[config.mk]
export PLATFORM = sky130hd
export DESIGN_NAME = pattern_bit_transmitter
export DESIGN_NICKNAME = d
export VERILOG_FILES = /design/src/rtl/pattern_bit_transmitter.sv
export SDC_FILE = /design/constraint.sdc
export NUM_CORES = 1
export LEC_CHECK = 0
export CAP_MARGIN = 40
export CORE_UTILIZATION = 35
export DETAILED_ROUTE_END_ITERATION = 7
export PLACE_DENSITY = 0.66
export SYNTH_ARGS = -nofsm -noshare
export SYNTH_HDL_FRONTEND = slang
export SYNTH_SLANG_ARGS = --single-unit
export TNS_END_PERCENT = 30
[constraint.sdc]
create_clock -name clk -period 1.9 [get_ports clk]
set_input_delay 0.285 -clock clk [delete_from_list [all_inputs] [get_ports clk]]
set_output_delay 0.285 -clock clk [all_outputs]
set_load 0.01 [all_outputs]
[src/rtl/pattern_bit_transmitter.sv]
// Serial pattern source: loads a word over valid/ready and shifts it out MSB-first,
// repeating a programmable number of times with GAP_LEN idle cycles between repetitions.
module pattern_bit_transmitter #(
  parameter int PATTERN_W = 4,
  parameter int REP_W     = 4,
  parameter int GAP_LEN   = 1
) (
  input  logic                 clk,
  input  logic                 rst_n,
  input  logic                 in_valid,
  output logic                 in_ready,
  input  logic [PATTERN_W-1:0] pattern_in,
  input  logic [REP_W-1:0]     rep_in,
  input  logic                 abort,
  output logic                 out_bit,
  output logic                 out_valid,
  output logic                 busy,
  output logic                 done
);

  localparam int CNT_W = $clog2(PATTERN_W);
  localparam int GAP_W = 4;
  localparam logic [CNT_W-1:0] LAST_BIT = CNT_W'(PATTERN_W - 1);
  localparam logic [GAP_W-1:0] LAST_GAP = (GAP_LEN > 0) ? GAP_W'(GAP_LEN - 1) : '0;

  typedef enum logic [1:0] {IDLE, SHIFT, GAP, DONE} state_t;

  state_t               state, state_nx;
  logic [PATTERN_W-1:0] pat, pat_nx;
  logic [PATTERN_W-1:0] shreg, shreg_nx;
  logic [REP_W-1:0]     reps, reps_nx;
  logic [CNT_W-1:0]     bitcnt, bitcnt_nx;
  logic [GAP_W-1:0]     gapcnt, gapcnt_nx;
  logic                 out_bit_nx, out_valid_nx, busy_nx, done_nx;

  assign in_ready = (state == IDLE);

  always_ff @(posedge clk or negedge rst_n) begin
    if (!rst_n) begin
      state     <= IDLE;
      pat       <= '0;
      shreg     <= '0;
      reps      <= '0;
      bitcnt    <= '0;
      gapcnt    <= '0;
      out_bit   <= 1'b0;
      out_valid <= 1'b0;
      busy      <= 1'b0;
      done      <= 1'b0;
    end else begin
      state     <= state_nx;
      pat       <= pat_nx;
      shreg     <= shreg_nx;
      reps      <= reps_nx;
      bitcnt    <= bitcnt_nx;
      gapcnt    <= gapcnt_nx;
      out_bit   <= out_bit_nx;
      out_valid <= out_valid_nx;
      busy      <= busy_nx;
      done      <= done_nx;
    end
  end

  // Outputs are computed one cycle ahead so every output leaves a flop.
  // shreg holds the bits still to be sent after the one currently on out_bit.
  always_comb begin
    state_nx     = state;
    pat_nx       = pat;
    shreg_nx     = shreg;
    reps_nx      = reps;
    bitcnt_nx    = bitcnt;
    gapcnt_nx    = gapcnt;
    out_bit_nx   = 1'b0;
    out_valid_nx = 1'b0;
    busy_nx      = 1'b1;
    done_nx      = 1'b0;
    case (state)
      IDLE: begin
        busy_nx = 1'b0;
        if (in_valid) begin
          state_nx     = SHIFT;
          pat_nx       = pattern_in;
          shreg_nx     = pattern_in << 1;
          reps_nx      = (rep_in == '0) ? REP_W'(1) : rep_in;
          bitcnt_nx    = '0;
          gapcnt_nx    = '0;
          out_bit_nx   = pattern_in[PATTERN_W-1];
          out_valid_nx = 1'b1;
          busy_nx      = 1'b1;
        end
      end
      SHIFT: begin
        if (bitcnt == LAST_BIT) begin
          bitcnt_nx = '0;
          if (reps != REP_W'(1)) begin
            reps_nx = reps - 1'b1;
            if (GAP_LEN > 0) begin
              state_nx  = GAP;
              gapcnt_nx = '0;
            end else begin
              shreg_nx     = pat << 1;
              out_bit_nx   = pat[PATTERN_W-1];
              out_valid_nx = 1'b1;
            end
          end else begin
            state_nx = DONE;
            done_nx  = 1'b1;
          end
        end else begin
          bitcnt_nx    = bitcnt + 1'b1;
          shreg_nx     = shreg << 1;
          out_bit_nx   = shreg[PATTERN_W-1];
          out_valid_nx = 1'b1;
        end
      end
      GAP: begin
        if (gapcnt == LAST_GAP) begin
          state_nx     = SHIFT;
          shreg_nx     = pat << 1;
          out_bit_nx   = pat[PATTERN_W-1];
          out_valid_nx = 1'b1;
        end else begin
          gapcnt_nx = gapcnt + 1'b1;
        end
      end
      DONE: begin
        state_nx = IDLE;
        busy_nx  = 1'b0;
      end
      default: begin
        state_nx = IDLE;
        busy_nx  = 1'b0;
      end
    endcase
    // Abort wins over any in-flight transition; the next load reinitialises all counters.
    if (abort && (state != IDLE)) begin
      state_nx     = IDLE;
      out_bit_nx   = 1'b0;
      out_valid_nx = 1'b0;
      busy_nx      = 1'b0;
      done_nx      = 1'b0;
    end
  end

endmodule
* After elaboration in Yosys (flattened, before gate mapping)
Cells that the tools add are included.
Storage, ports and cells: register bits after elaboration 24, word-level logic and storage cells 79, output and inout bits 5, input port bits 12
Operators by class: eq/ne operators 14, add/subtract/negate cells 3, multiplexer cells 39, reduce and logical (&&, ||, !) cells 13
Operators with widths (count):
- $mux W4 | 11
- $pmux W4 S3 | 2
- $mux W1 | 14
- $mux W2 | 6
- $ne A2 B2 Y1 const B | 6
- $logic_not A4 Y1 | 2
- $pmux W2 S4 | 1
- $pmux W4 S2 | 1
- $reduce_and A4 Y1 | 2
- $eq A2 B2 Y1 const B | 3
- $ne A3 B3 Y1 const B | 2
- $pmux W1 S3 | 2
- $reduce_and A5 Y1 | 1
- $add A4 B1 Y4 const B | 1
- $ne A4 B1 Y1 const B | 1
- $pmux W2 S2 | 1
- $reduce_and A2 Y1 | 2
- $reduce_bool A2 Y1 | 2
- $sub A4 B1 Y4 const B | 1
- $ne A3 B2 Y1 const B | 1
- $reduce_and A3 Y1 | 1
- $reduce_bool A3 Y1 | 1
- $add A2 B1 Y2 const B | 1
- $eq A2 B1 Y1 const B | 1
- other kinds (3) | 3

* Logic depth before layout (Yosys ltp)
Gate-level depths: netlist of run 1.
word-level depth 5, mapped depth 8

* Least setup slack after synthesis of run 1
Ideal clock, no wire load.
kind register -> register, start reg gapcnt[0], end reg shreg[1], required time 1.775 ns, data arrival time 1.657 ns, path slack 0.118 ns, clock period less this slack 1.782 ns, cell stages (with the launch flop) 7, library setup time 0.125 ns, path through dfrtp_1 -> inv_1 -> ha_1 -> or3b_4 -> a21oi_4 -> nand3b_4 -> mux2_4
On the way: word-level cells in the longest chain between the ends 3
Ends and longest elaborated chain:
- from (decl) | line 33 | logic [GAP_W-1:0] gapcnt, gapcnt_nx;
- from (signal assigned) | line 56 | gapcnt <= gapcnt_nx;
- $logic_not A4 Y1 | line 117 | if (gapcnt == LAST_GAP) begin
- $ne A2 B2 Y1 (no line)
- $reduce_and A4 Y1 (no line)
- to (signal assigned) | line 53 | shreg <= shreg_nx;
- to (decl) | line 30 | logic [PATTERN_W-1:0] shreg, shreg_nx;
No other way between the ends. A chain may end at the register's enable or synchronous reset.

* Worst setup path after layout of run 1
start reg gapcnt[1], end reg shreg[1]
Same word-level chain as after synthesis.

==> out/qor.yml, run 1 <==
worstPathMaxFanout: 4
vias: 1242
worst_hold_slack_ns: 0.3688
ys_types: 44
synth_cells: 145
min_period_over_period: 0.9674
synth_nets: 166
dp_hpwl_um: 2463
ys_warn_count: 0
rsz0062_at_grt: "yes"
arrival_ns: 1.99
antenna_found_initial: 0
start_util: 0.3647
place.gp.congestion: 0.8440
wl_per_cell_um: 15.32
end_kind: "register"
p_leak_nw: 0.7934
coreArea_um2: 4000
netlist.area_leader.share: 0.3945
ctsHoldBuffers: 0
postRouteWirelength_um: 3401
period_minus_slack_ns: 1.838
ys.flop_type: "dfrtp_1"
grt_overflow: 0
die_y_um: 66.56
syn_area_um2: 1459
cts_buffers: 3
outcome: "finished clean"
worst_clock_skew_ns: 0.005752
clock_latency_ns: 0.27
hold_violations: 0
powerDensity_nw_per_um2: 1533
ir_drop_v: 0.0008061
synth.avg_cell_area_um2: 10.06
die_x_um: 66.56
path_clk_slew_ns: 0.09
final-setup-viol-count: 0
multiInputGateArea_um2: 838.3
first_iter_violations: 93
synth_edf_count: 0
final_cell_mix: "dfrtp_1 (23), clkdlybuf4s50_1 (15), buf_4 (11)"
crit_path_start_kind: "register"
gr-usage-all-layers: 0.1630
grt_pass1_vias: 1213
layout_commonest_cell: "dfrtp_1"
worstSetupPathType: "reg2reg"
slew_violations: 0
cp.required_ns: 2.05
grt_start_max_net_pins: 24
cts-root-buf: "clkbuf_8"
synth-seq-cells: 23
cts.sinks: 23
final_nets: 194
portBuffers: 16
ant_nets: 0
async_flop_share: 1.000
ff_latch_area_um2: 575.6
num-fill-cells: 384
die_area_um2: 4430
fp-row-count: 23
tightest_slew_ns: 0.5601
synth_top_area_cell: "dfrtp_1"
relSlewSlack: 0.6266
clk_path_buf_depth: 2
finish.utilization: 0.4529
drv_cap: 0
ys_seq_area_frac: 0.3945
detail_route.drc_violations: 0
grt_pass1_wl_um: 5437
drt_first_pass_iters: 4
syn_to_final_growth_pct: 24.19
htree_levels: 1
synthTopCellsByArea: "dfrtp_1 (39%), ha_1 (7.7%), a21oi_1 (3.1%)"
cts_tree: "built"
diodes: 0
final_layout_size_suffix_gt1_frac: 0.1860
clock.fmax_ghz: 0.5440
hp-class: "in2async"
io_pins: 17
vias_per_cell: 5.595
[synth_stat cells (2+ instances only)]
library cell and n:
ha_1 9, mux2_4 3, nor2_1 6, nand2_1 9
o21ai_0 8, nand2b_1 4, a32oi_1 2, nor2b_1 4
mux2i_1 4, inv_1 10, mux2_2 4, o221ai_1 2
nand3_1 8, buf_2 2, nor3b_1 3, clkbuf_1 3
a21oi_1 9, o211ai_1 2, nor3_1 5, dfrtp_1 23
a22oi_1 2
[power breakdown]
group          switching, mW  internal (mW)  leakage, nW
combinational          0.844          0.800        0.481
sequential             0.136          0.685        0.290
clock                  0.163          0.150       0.0228
[critical path: stages, from the launching register on]
cell	delay (ns)
dfrtp_1	0.42
inv_2	0.07
ha_2	0.18
or3b_4	0.42
a21oi_4	0.19
nand3b_4	0.13
mux2_4	0.31
[layer usage]
layer  routed length, µm  global-route usage  vias to the layer above  part of all wire
met3                 145             0.03253                        6             0.043
met4                  37             0.05053                        0             0.011
met5                   0                   0                        -                 0
li1                    -                   -                      592                 -
met2                1692              0.2803                       30              0.50
met1                1525              0.2023                      614              0.45
[logic make-up after synthesis]
family | after synthesis | synth area share
buffers and inverters | 15 | 0.04031
adder cells (fa/ha/maj) | 9 | 0.07719
AO/OA/AOI/OAI | 38 | 0.1956
flip-flops | 23 | 0.3945
AND/OR/NAND/NOR | 49 | 0.2033
multiplexers | 11 | 0.08919
[through the flow]
stage / instances / power, mW / cell area, µm² / setup slack (ns) / TNS, ns
2_1_floorplan: 145 / 1.935 / 1459 / 0.1180 / 0
3_3_place_gp: 217 / 2.366 / 1743 / 0.09941 / 0
3_5_place_dp: 217 / 2.441 / 1743 / 0.02727 / 0
4_1_cts: 221 / 2.751 / 1787 / 0.008615 / 0
5_1_grt: 222 / 2.997 / 1812 / -0.01399 / -0.04367
6_report: 222 / 2.778 / 1812 / 0.06186 / 0
[registers in the layout (all words and copies together) (netlist names)]
signal and count:
shreg 3, out_valid 1, state 2, pat 4, busy 1, reps 4
done 1, out_bit 1, bitcnt 2, gapcnt 4
[area by class of cell]
cell class	count	share of cell area
well taps	50	0.03453
clock buffers	4	0.02486
flip-flops and latches	23	0.3177
inverters	10	0.02072
repair buffers	28	0.1395
multi-input cells	107	0.4627
[worst paths after layout]
check                               start        to  slack (ns)  cells after the start
worst min register to register     pat[0]    pat[0]        0.49                      2
worst max-delay path            gapcnt[1]  shreg[1]        0.06                      6
worst min-delay path                rst_n   reps[3]        0.37                      2
worst max register to register  gapcnt[1]  shreg[1]        0.06                      6
max in group asynchronous           rst_n  state[0]        1.29                      2
min in group clk                   pat[0]    pat[0]        0.49                      2
[timing repair]
item | CTS | global route
gates cloned | 0 | 0
pin swaps | 0 | 4
resized for setup | 1 | 8
endpoints found under the setup margin | 1 | 9
setup buffers | 0 | 1
(Power assumes the default switching activity.)
==> run 2, diff against run 1 <==
- CORE_ASPECT_RATIO: default -> 1.2
- PLACE_DENSITY: 0.66 -> default
==> run 2 against run 1 <==
  * Clock power is essentially flat
  * Critical path depth is the same
  * Clock skew shrank 0.0041 ns
  * Global-route usage shrank 0.17 points
  * Largest power group unchanged
  * Sequential cell count is the same
  * Critical endpoint is now shreg[2]
==> out/qor.yml, run 2 (same netlist as run 1, synthesis figures left out) <==
worst_clock_skew_ns: 0.001683
gr-usage-all-layers: 0.1613
fp-row-count: 25
worstPathMaxFanout: 5
arrival_ns: 1.97
dp_hpwl_um: 2385
r2r_cells: 6
crit_path_start_kind: "register"
final_cell_mix: "dfrtp_1 (23), clkdlybuf4s50_1 (15), buf_4 (12)"
die_area_um2: 4432
cts_tree: "built"
drt_first_pass_iters: 4
cts_buffers: 3
hold_violations: 0
diodes: 0
coreArea_um2: 3973
portBuffers: 16
r2r_end: "shreg[2]"
use_met3: 0.02128
finish.utilization: 0.4539
dp_slack_ns: 0.04996
io_pins: 17
grt_pass1_vias: 1195
grt_overflow: 0
rsz0062_at_grt: "no"
num-fill-cells: 408
setup_ws_ns: 0.09074
die_x_um: 60.94
ant_nets: 0
hp-class: "in2async"
cts-root-buf: "clkbuf_8"
cp.required_ns: 2.06
cp-endpoint: "shreg[2]"
multiInputGateArea_um2: 827.0
crit_start: "gapcnt[1]"
grt_busiest_layer: "met2"
postRouteWirelength_um: 3139
clock_latency_ns: 0.27
slew_violations: 0
clock.fmax_ghz: 0.5527
cts.sinks: 23
vias_per_cell: 5.270
worstSetupPathType: "reg2reg"
reg2reg_slack_ns: 0.09
rr_startpoint: "gapcnt[1]"
gr-usage-met1: 0.2098
tightest_slew_ns: 0.5449
end_kind: "register"
antenna_found_initial: 0
reg_top3: "gapcnt: 4 flops, pat: 4 flops, reps: 4 flops"
place.gp.congestion: 0.8589
clk_path_buf_depth: 2
drv_cap: 0
start_util: 0.3672
powerDensity_nw_per_um2: 1506
syn_to_final_growth_pct: 23.58
p_leak_nw: 0.7910
first_iter_violations: 60
outcome: "finished clean"
period_minus_slack_ns: 1.809
final_nets: 194
die_y_um: 72.73
ctsHoldBuffers: 0
final_layout_size_suffix_gt1_frac: 0.1802
relSlewSlack: 0.6368
grt_start_max_net_pins: 24
finalSetupTns_ns: 0
min_period_over_period: 0.9522
htree_levels: 1
layout_commonest_cell: "dfrtp_1"
final-setup-viol-count: 0
ir_drop_v: 0.0006275
grt_pass1_wl_um: 5382
detail_route.drc_violations: 0
vias: 1191
met2_usage: 0.2723
ff_latch_area_um2: 575.6
path_clk_slew_ns: 0.08
wl_per_cell_um: 13.89
## run 2: changes by cell type in the layout (fill, tap and decap cells not counted), sizes merged
| cell | change |
|---|---|
| clkbuf | -1 |
| clkinv | +1 |
## run 2: worst min path at each step
stage | slack, ns | endpoint | start | cells past startpoint
after detailed placement | 0.48 | pat[0] | pat[0] | 2
after global placement | 0.47 | pat[0] | pat[0] | 2
after floorplan | -0.01 | bitcnt[0] | rst_n | 0
final | 0.36 | gapcnt[2] | rst_n | 2
after global routing | 0.40 | gapcnt[2] | rst_n | 2
after CTS | 0.37 | gapcnt[2] | rst_n | 2
## run 2: repair_timing
item                                    CTS  global route
endpoints found under the setup margin    1             4
buffers inserted                          0             0
resized for setup                         1             4
endpoints found under the hold margin     0             0
pin swaps                                 0             1
## run 2: area by class of cell
cell class,count,area share
clock buffers,3,0.02290
clock inverters,1,0.002776
inverters,10,0.02082
multi-input cells,107,0.4587
flip-flops and latches,23,0.3192
well taps,54,0.03747
repair buffers,28,0.1381
## run 2: layer usage
layer,wire [µm],up-vias
li1,-,591
met5,0,-
met1,1494,570
met3,77,6
met4,48,0
met2,1518,24
## run 2: through the flow
step                      cells  cell area [µm²]  power (mW)  hold WS (ns)
after floorplan             145             1459       1.935      -0.01059
after global placement      222             1755       2.394        0.4658
after detailed placement    222             1755       2.424        0.4784
after CTS                   226             1800       2.734        0.3698
after global routing        226             1803       2.956        0.4012
final                       226             1803       2.715        0.3592
## run 2: power by group
group          switching [mW]  leakage, nW  total, mW  internal (mW)
Combinational           0.800        0.476       1.59          0.787
Clock                   0.167       0.0255      0.313          0.147
Sequential              0.129        0.290      0.814          0.685
Total                    1.10        0.791       2.71           1.62
## run 2: critical path, stage by stage (launching register included)
cell      delay (ns)
dfrtp_1         0.42
inv_2           0.07
ha_2            0.17
or3b_4          0.42
a21oi_4         0.19
nand3b_4        0.12
mux2_4          0.30
==> run 3, diff against run 2 <==
==> constraint.sdc (replaced) <==
create_clock -name clk -period 1.9 [get_ports clk]
set_input_delay 0.475 -clock clk [delete_from_list [all_inputs] [get_ports clk]]
set_output_delay 0.475 -clock clk [all_outputs]
set_load 0.01 [all_outputs]
==> run 3 against run 2 <==
  * Sequential share of layout area shrank 0.82 points
  * Critical path depth is the same
  * Maximum frequency shrank 1.9%
  * Worst setup slack lost 0.036 ns
  * Via count grew 1.8%
==> out/qor.yml, run 3 (same netlist as run 1, synthesis figures left out) <==
cts-root-buf: "clkbuf_8"
dp_hpwl_um: 2469
gr-usage-all-layers: 0.1720
ir_drop_v: 0.0006795
drv_cap: 0
die_area_um2: 4432
path_clk_slew_ns: 0.08
worst_clock_skew_ns: 0.005752
clock.fmax_ghz: 0.5420
multiInputGateArea_um2: 840.8
diodes: 0
drt_first_pass_iters: 4
layout_commonest_cell: "dfrtp_1"
cts_buffers: 3
final_nets: 197
hp-class: "reg2reg"
place.gp.congestion: 0.9014
detail_route.drc_violations: 0
grt_overflow: 0
num-fill-cells: 389
end_kind: "register"
ff_latch_area_um2: 575.6
final_cell_mix: "dfrtp_1 (23), clkdlybuf4s50_1 (15), buf_4 (14)"
grt_pass1_vias: 1260
period_minus_slack_ns: 1.845
worst_hold_slack_ns: 0.4902
vias: 1213
die_x_um: 60.94
cts_tree: "built"
p_leak_nw: 0.8030
final_layout_size_suffix_gt1_frac: 0.2114
coreArea_um2: 3973
postRouteWirelength_um: 3345
min_period_over_period: 0.9711
clock_latency_ns: 0.27
ant_nets: 0
antenna_found_initial: 0
grt_start_max_net_pins: 24
syn_to_final_growth_pct: 26.84
clk_path_buf_depth: 2
cts.sinks: 23
crit_path_start_kind: "register"
wl_per_cell_um: 14.61
htree_levels: 1
reg_top3: "gapcnt: 4 flops, pat: 4 flops, reps: 4 flops"
ctsHoldBuffers: 0
slew_violations: 0
tightest_slew_ns: 0.5286
die_y_um: 72.73
outcome: "finished clean"
worstSetupPathType: "reg2reg"
cp.required_ns: 2.05
hold_violations: 0
first_iter_violations: 45
final-setup-viol-count: 0
powerDensity_nw_per_um2: 1538
relSlewSlack: 0.6476
worstPathMaxFanout: 3
portBuffers: 16
start_util: 0.3672
io_pins: 17
place_inst: 225
vias_per_cell: 5.297
final_cells: 229
grt_pass1_wl_um: 5678
fp-row-count: 25
arrival_ns: 2.00
[run 3: cell types whose count changed in the layout (fill, tap and decap cells not counted), moves of 2 or more]
cell and delta:
buf_4 +2, ha_1 -2, ha_2 +2, nor2b_1 -2
nor2b_2 +2
[run 3: per-stage QoR]
step	util	cell area [µm²]	power [mW]	setup TNS (ns)	setup WS, ns
after CTS	0.4617	1834	2.825	0	0.03276
after detailed placement	0.4507	1790	2.521	-0.3842	-0.07905
after global placement	0.4507	1790	2.466	-0.2599	-0.05829
after global routing	0.4658	1851	3.067	-0.004037	-0.003553
final	0.4658	1851	2.846	0	0.05499
after floorplan	-	1459	1.935	0	0.1180
[run 3: power breakdown]
part	internal, mW	total (mW)	switching (mW)
Clock	0.150	0.313	0.163
Combinational	0.863	1.71	0.848
Sequential	0.685	0.822	0.136
[run 3: critical path: stages, from the launching register on]
cell	delay (ns)
dfrtp_1	0.39
inv_1	0.10
ha_1	0.19
or3b_4	0.41
a21oi_4	0.21
nand3b_4	0.12
mux2_4	0.31
[run 3: final timing paths]
check,startpoint,slack (ns),to,cells after the start
min reg2reg,pat[0],0.49,pat[0],2
max in group asynchronous,rst_n,1.09,shreg[3],2
max,gapcnt[0],0.05,shreg[1],6
min,pat[0],0.49,pat[0],2
max reg2reg,gapcnt[0],0.05,shreg[1],6
min in group asynchronous,rst_n,0.57,out_bit,2
[run 3: layout make-up]
| type | count | share of cell area |
|---|---|---|
| Multi-Input combinational cell | 107 | 0.4544 |
| Sequential cell | 23 | 0.3110 |
| Timing Repair Buffer | 31 | 0.1535 |
| Tap cell | 54 | 0.03651 |
| Clock buffer | 4 | 0.02434 |
| Inverter | 10 | 0.02028 |
[run 3: what timing repair did]
| item | in CTS | in global routing |
|---|---|---|
| pin swaps | 0 | 1 |
| buffers inserted | 0 | 0 |
| resized for setup | 1 | 7 |
| endpoints found under the setup margin | 1 | 6 |
[run 3: routing by layer]
| layer | track usage | share of wire |
|---|---|---|
| met3 | 0.02128 | 0.023 |
| met5 | 0 | 0 |
| met4 | 0.06818 | 0.019 |
| met2 | 0.2979 | 0.50 |
| met1 | 0.2125 | 0.46 |
